[config.mk]
export PLATFORM = sky130hd
export DESIGN_NAME = ovf_accumulator
export DESIGN_NICKNAME = d
export VERILOG_FILES = /design/src/rtl/ovf_accumulator_pkg.sv /design/src/rtl/ovf_detect_n.sv /design/src/rtl/ovf_accumulator.sv
export SDC_FILE = /design/constraint.sdc
export NUM_CORES = 1
export LEC_CHECK = 0
export BUFFER_PORTS_ARGS = -buffer_cell sky130_fd_sc_hd__buf_2
export CORE_MARGIN = 4
export CORE_UTILIZATION = 45
export CTS_CLUSTER_SIZE = 16
export DETAILED_ROUTE_END_ITERATION = 12
export GPL_ROUTABILITY_DRIVEN = 0
export HOLD_SLACK_MARGIN = 0.12
export PLACE_DENSITY = 0.72
export SLEW_MARGIN = 5
export SYNTH_ARGS = -nofsm -noshare
export SYNTH_HDL_FRONTEND = slang
export SYNTH_SLANG_ARGS = --single-unit
[constraint.sdc]
create_clock -name CLK -period 8.2 [get_ports CLK]
set_clock_uncertainty 0.05 [all_clocks]
set_input_delay 2.46 -clock CLK [delete_from_list [all_inputs] [get_ports CLK]]
set_output_delay 2.46 -clock CLK [all_outputs]
set_load 0.005 [all_outputs]
[src/rtl/ovf_accumulator_pkg.sv]
// Shared arithmetic definitions for signed saturating datapath blocks.
// Holds the add/sub op encoding and signed MAX/MIN limit derivation.
package ovf_accumulator_pkg;

    localparam logic OP_ADD = 1'b0;
    localparam logic OP_SUB = 1'b1;

    // Limits come back as 64-bit patterns; callers cast to their own
    // WIDTH, which keeps the low WIDTH bits (two's complement pattern).
    function automatic logic [63:0] sat_max(input int unsigned w);
        return (64'(1) << (w - 1)) - 64'(1);
    endfunction

    function automatic logic [63:0] sat_min(input int unsigned w);
        return 64'(1) << (w - 1);
    endfunction

endpackage

[src/rtl/ovf_detect_n.sv]
// Combinational WIDTH-bit signed add/sub with overflow detection.
// Ports: a, b operands; sub selects a-b; result, ovf, ovf_neg (direction).
module ovf_detect_n
    import ovf_accumulator_pkg::*;
#(
    parameter int WIDTH = 8
) (
    input  logic [WIDTH-1:0] a,
    input  logic [WIDTH-1:0] b,
    input  logic             sub,
    output logic [WIDTH-1:0] result,
    output logic             ovf,
    output logic             ovf_neg
);

    logic [WIDTH:0] ext_a;
    logic [WIDTH:0] ext_b;
    logic [WIDTH:0] ext;

    assign ext_a = {a[WIDTH-1], a};
    assign ext_b = {b[WIDTH-1], b};

    // One guard bit is enough: the sum/difference of two WIDTH-bit
    // signed values always fits in WIDTH+1 bits, including a - MIN.
    always_comb begin
        if (sub == OP_SUB) begin
            ext = ext_a - ext_b;
        end else begin
            ext = ext_a + ext_b;
        end
    end

    assign result  = ext[WIDTH-1:0];
    assign ovf     = ext[WIDTH] ^ ext[WIDTH-1];
    assign ovf_neg = ovf & ext[WIDTH];

endmodule

[src/rtl/ovf_accumulator.sv]
// Signed accumulator with wrap/saturate, overflow pulse, sticky flag
// and saturating overflow-event counter. All outputs are registered.
// Ports: CLK, RST (sync, active-high), EN, CLR, SUB, SAT, D in;
//        ACC, OVF, STICKY, OVF_CNT out.
module ovf_accumulator
    import ovf_accumulator_pkg::*;
#(
    parameter int WIDTH     = 8,
    parameter int CNT_WIDTH = 4
) (
    input  logic                 CLK,
    input  logic                 RST,
    input  logic                 EN,
    input  logic                 CLR,
    input  logic                 SUB,
    input  logic                 SAT,
    input  logic [WIDTH-1:0]     D,
    output logic [WIDTH-1:0]     ACC,
    output logic                 OVF,
    output logic                 STICKY,
    output logic [CNT_WIDTH-1:0] OVF_CNT
);

    localparam logic [WIDTH-1:0] MAX_V = WIDTH'(sat_max(WIDTH));
    localparam logic [WIDTH-1:0] MIN_V = WIDTH'(sat_min(WIDTH));

    logic [WIDTH-1:0]     acc_q;
    logic [WIDTH-1:0]     acc_d;
    logic                 ovf_q;
    logic                 ovf_d;
    logic                 sticky_q;
    logic                 sticky_d;
    logic [CNT_WIDTH-1:0] cnt_q;
    logic [CNT_WIDTH-1:0] cnt_d;

    logic [WIDTH-1:0]     sum;
    logic                 sum_ovf;
    logic                 sum_ovf_neg;

    ovf_detect_n #(
        .WIDTH(WIDTH)
    ) u_detect (
        .a       (acc_q),
        .b       (D),
        .sub     (SUB),
        .result  (sum),
        .ovf     (sum_ovf),
        .ovf_neg (sum_ovf_neg)
    );

    // CLR outranks EN: an operand presented with CLR is dropped.
    always_comb begin
        acc_d    = acc_q;
        ovf_d    = 1'b0;
        sticky_d = sticky_q;
        cnt_d    = cnt_q;
        if (CLR) begin
            acc_d    = '0;
            sticky_d = 1'b0;
            cnt_d    = '0;
        end else if (EN) begin
            acc_d = sum;
            if (sum_ovf) begin
                ovf_d    = 1'b1;
                sticky_d = 1'b1;
                if (cnt_q != '1) begin
                    cnt_d = cnt_q + CNT_WIDTH'(1);
                end
                if (SAT) begin
                    acc_d = sum_ovf_neg ? MIN_V : MAX_V;
                end
            end
        end
    end

    always_ff @(posedge CLK) begin
        if (RST) begin
            acc_q    <= '0;
            ovf_q    <= 1'b0;
            sticky_q <= 1'b0;
            cnt_q    <= '0;
        end else begin
            acc_q    <= acc_d;
            ovf_q    <= ovf_d;
            sticky_q <= sticky_d;
            cnt_q    <= cnt_d;
        end
    end

    assign ACC     = acc_q;
    assign OVF     = ovf_q;
    assign STICKY  = sticky_q;
    assign OVF_CNT = cnt_q;

endmodule

==> flow_summary.ini <==
[outcome]
status = complete, no violations

[floorplan]
num_rows = 17
fp.coreArea_mm2 = 0.00225
start_util_pct = 47.8
pin_count = 28
dieArea_mm2 = 0.00324
die_h_um = 57.0
die_w_um = 57.0

[clock_tree]
h-tree-depth = 1
cts_tree = yes
cts_sinks = 14
clk_pin_slew_ps = 80
cts_setup_buffers = 0
clock_latency_ps = 280
cts_root_buf = clkbuf_4
postCtsHoldBufs = 0
cts-resized-gates = 0
clock_path_buffers = 2
cts_buffers = 3

[cells_and_area]
fill_cells = 232
multi_input_area_um2 = 752
drive_above_1_share_pct = 23.3
regArea_um2 = 280
num_antenna_cells = 0
final_area_mm2 = 0.00127
area_growth_pct = 17.6
fin_nets = 186

[critical_path]
r2r_end = OVF_CNT[3]$_SDFFE_PP0P_
cp_slowest_cell = ha_1
arrival_ps = 5830
cp-start-kind = primary input
r2r-start = ACC[0]$_SDFFE_PP0P_
worstRegToRegCells = 14
path_max_fanout = 5
cp.required_ps = 8330
path_cells = buf_2 > inv_1 > ha_1 > nor3b_1 > nor2_1 > xnor2_1 > ha_1 > a21oi_1 > nor2_1 > a311o_1 > a21oi_2 > xor2_2 > ha_1 > nand2b_1 > a31oi_1 > nand4_1 > xor2_1 > nor2_1
ff2ff_setup_slack_ps = 5140
max_stage_delay_ps = 350
crit_type = primary input to flop
critPathCaptureType = flop

[power]
finalPower_uw = 218
p_per_area_mw_per_mm2 = 172
p_leak_nw = 0.578
vdd_drop_max_mv = 0.118

[synthesis]
synth_cell_types = 37
synth_mux_area_share_pct = 1.86
async_reset_ff_share_pct = 0
synth_fp_nets = 157
synthAdderAreaFrac_pct = 14.6
yosysWarnings = 0
ys_seq_area_share_pct = 26.0
synth_area_leaders = dfxtp_1 (26%), ha_1 (13%), xnor2_1 (7.3%), nor2_1 (6.6%), a21oi_1 (5.1%)
synth_commonest_cells = nor2_1 (19), dfxtp_1 (14), a21oi_1 (11), ha_1 (11), xnor2_1 (9)
ys.flop_type = dfxtp_1
synth_top_family_by_area = simple AND/OR/NAND/NOR gates
synth_compound_area_share_pct = 19.7
syn_area_mm2 = 0.00108
yosysMostFrequentCell = nor2_1
synth_seq_cells = 14
synth_top_cell_by_area = dfxtp_1
synthCells = 131
synth_top_area_share_pct = 26.0
synthSimpleGateAreaFrac_pct = 19.8
avgSynthCellArea_um2 = 8.23
synth_edf_count = 0
synthXorXnorAreaFrac_pct = 13.7

[global_routing]
grt_usage_pct = 15.3
grt_pass1_vias = 915
grt_start_max_net_pins = 17
grt_overflow = 0
antenna_found_initial = 0
grt_pass1_wl_mm = 4.02

[timing]
slew_violations = 0
min_period_over_period_pct = 69.6
layout_min_cycle_time_ps = 5710
tns_ps = 0
hold-worst-slack_ps = 401
finalSetupViolCount = 0
tightest_slew_ps = 467
rsz0062_at_grt = false
hold_viol_final = 0
max_freq_ghz = 0.175
maxSlewHeadroom_pct = 68.5

[route]
drc_errors = 0
drt_first_pass_iters = 4
finalWirelength_mm = 2.37
wl_per_cell_um = 12.7
drtIter0Drc = 25
vias_per_cell = 5.34
vias = 999
detail-route-antenna-nets = 0

[flow_run]
max-cap-violations = 0

[min_path]
min_from = STICKY$_SDFFE_PP0P_
hold_path_depth = 2
min_to = STICKY$_SDFFE_PP0P_
hold_class = flop to flop

[placement]
hpwl_mm = 1.94
placed_area_mm2 = 0.00123
port_buffers = 27
-- sequential cells by signal, summed over array words and instances, names as in the netlist --
signal / cells
STICKY: 1
OVF: 1
ACC: 8
OVF_CNT: 4
-- logic make-up (layout without fill, tap and decap cells) --
group	after synthesis	count (layout)
AND/OR/NAND/NOR	44	44
AO/OA/AOI/OAI	32	32
XOR/XNOR	16	16
flip-flops	14	14
adder cells (fa/ha/maj)	12	12
buffers and inverters	11	39
multiplexers	2	2
-- stage by stage --
| step | cells | utilization, % | setup slack [ps] |
|---|---|---|---|
| floorplan | 131 | - | 2630 |
| global placement | 183 | 54.7 | 2310 |
| detailed placement | 183 | 54.7 | 2220 |
| CTS | 187 | 56.3 | 2490 |
| global route | 187 | 56.3 | 2170 |
| finish | 187 | 56.3 | 2490 |
-- layer usage --
metal | part of all wire [%] | global-route usage, % | vias up
li1 | - | - | 520
met5 | 0 | 0 | -
met1 | 45 | 20.0 | 451
met2 | 48 | 25.8 | 24
met4 | 1.1 | 5.96 | 0
met3 | 5.2 | 1.81 | 4
-- power by group --
group | internal, mW | switching, mW
Combinational | 0.0407 | 0.0509
Clock | 0.0270 | 0.0221
Sequential | 0.0728 | 0.00434
Total | 0.141 | 0.0774
-- worst max-delay path by stage --
stage               startpoint                      end  slack [ps]  cells after the start
CTS                       D[0]  OVF_CNT[3]$_SDFFE_PP0P_        2490                     18
global route              D[0]  OVF_CNT[3]$_SDFFE_PP0P_        2170                     17
finish                    D[0]  OVF_CNT[3]$_SDFFE_PP0P_        2490                     18
global placement          D[0]  OVF_CNT[3]$_SDFFE_PP0P_        2310                     18
detailed placement        D[0]  OVF_CNT[3]$_SDFFE_PP0P_        2220                     18
floorplan                 D[0]  OVF_CNT[3]$_SDFFE_PP0P_        2630                     17
-- layout make-up --
| cell class | instances | share of cell area, % |
|---|---|---|
| clock buffers | 4 | 2.86 |
| repair buffers | 27 | 10.7 |
| multi-input cells | 106 | 59.3 |
| flip-flops and latches | 14 | 22.1 |
| well taps | 28 | 2.76 |
| inverters | 8 | 2.37 |
-- cell usage in the layout (no fill, tap or decap), types with 3 or more instances in the layout --
cell type,count
buf_2,27
nor2_1,19
ha_1,11
dfxtp_1,14
xnor2_1,9
a21oi_1,11
o21ai_0,3
nor3_1,3
inv_1,8
xor2_1,6
clkbuf_4,3
nand2_1,5
nand2b_1,6
-- worst max-delay path, delay by kind of cell --
family / cells / cell delay, ps
AO/OA/AOI/OAI: 4 / 1060
XOR/XNOR: 3 / 470
adder cells (fa/ha/maj): 3 / 760
buffers and inverters: 2 / 180
AND/OR/NAND/NOR: 6 / 890
Note: power is estimated with default switching activity, not from simulation.
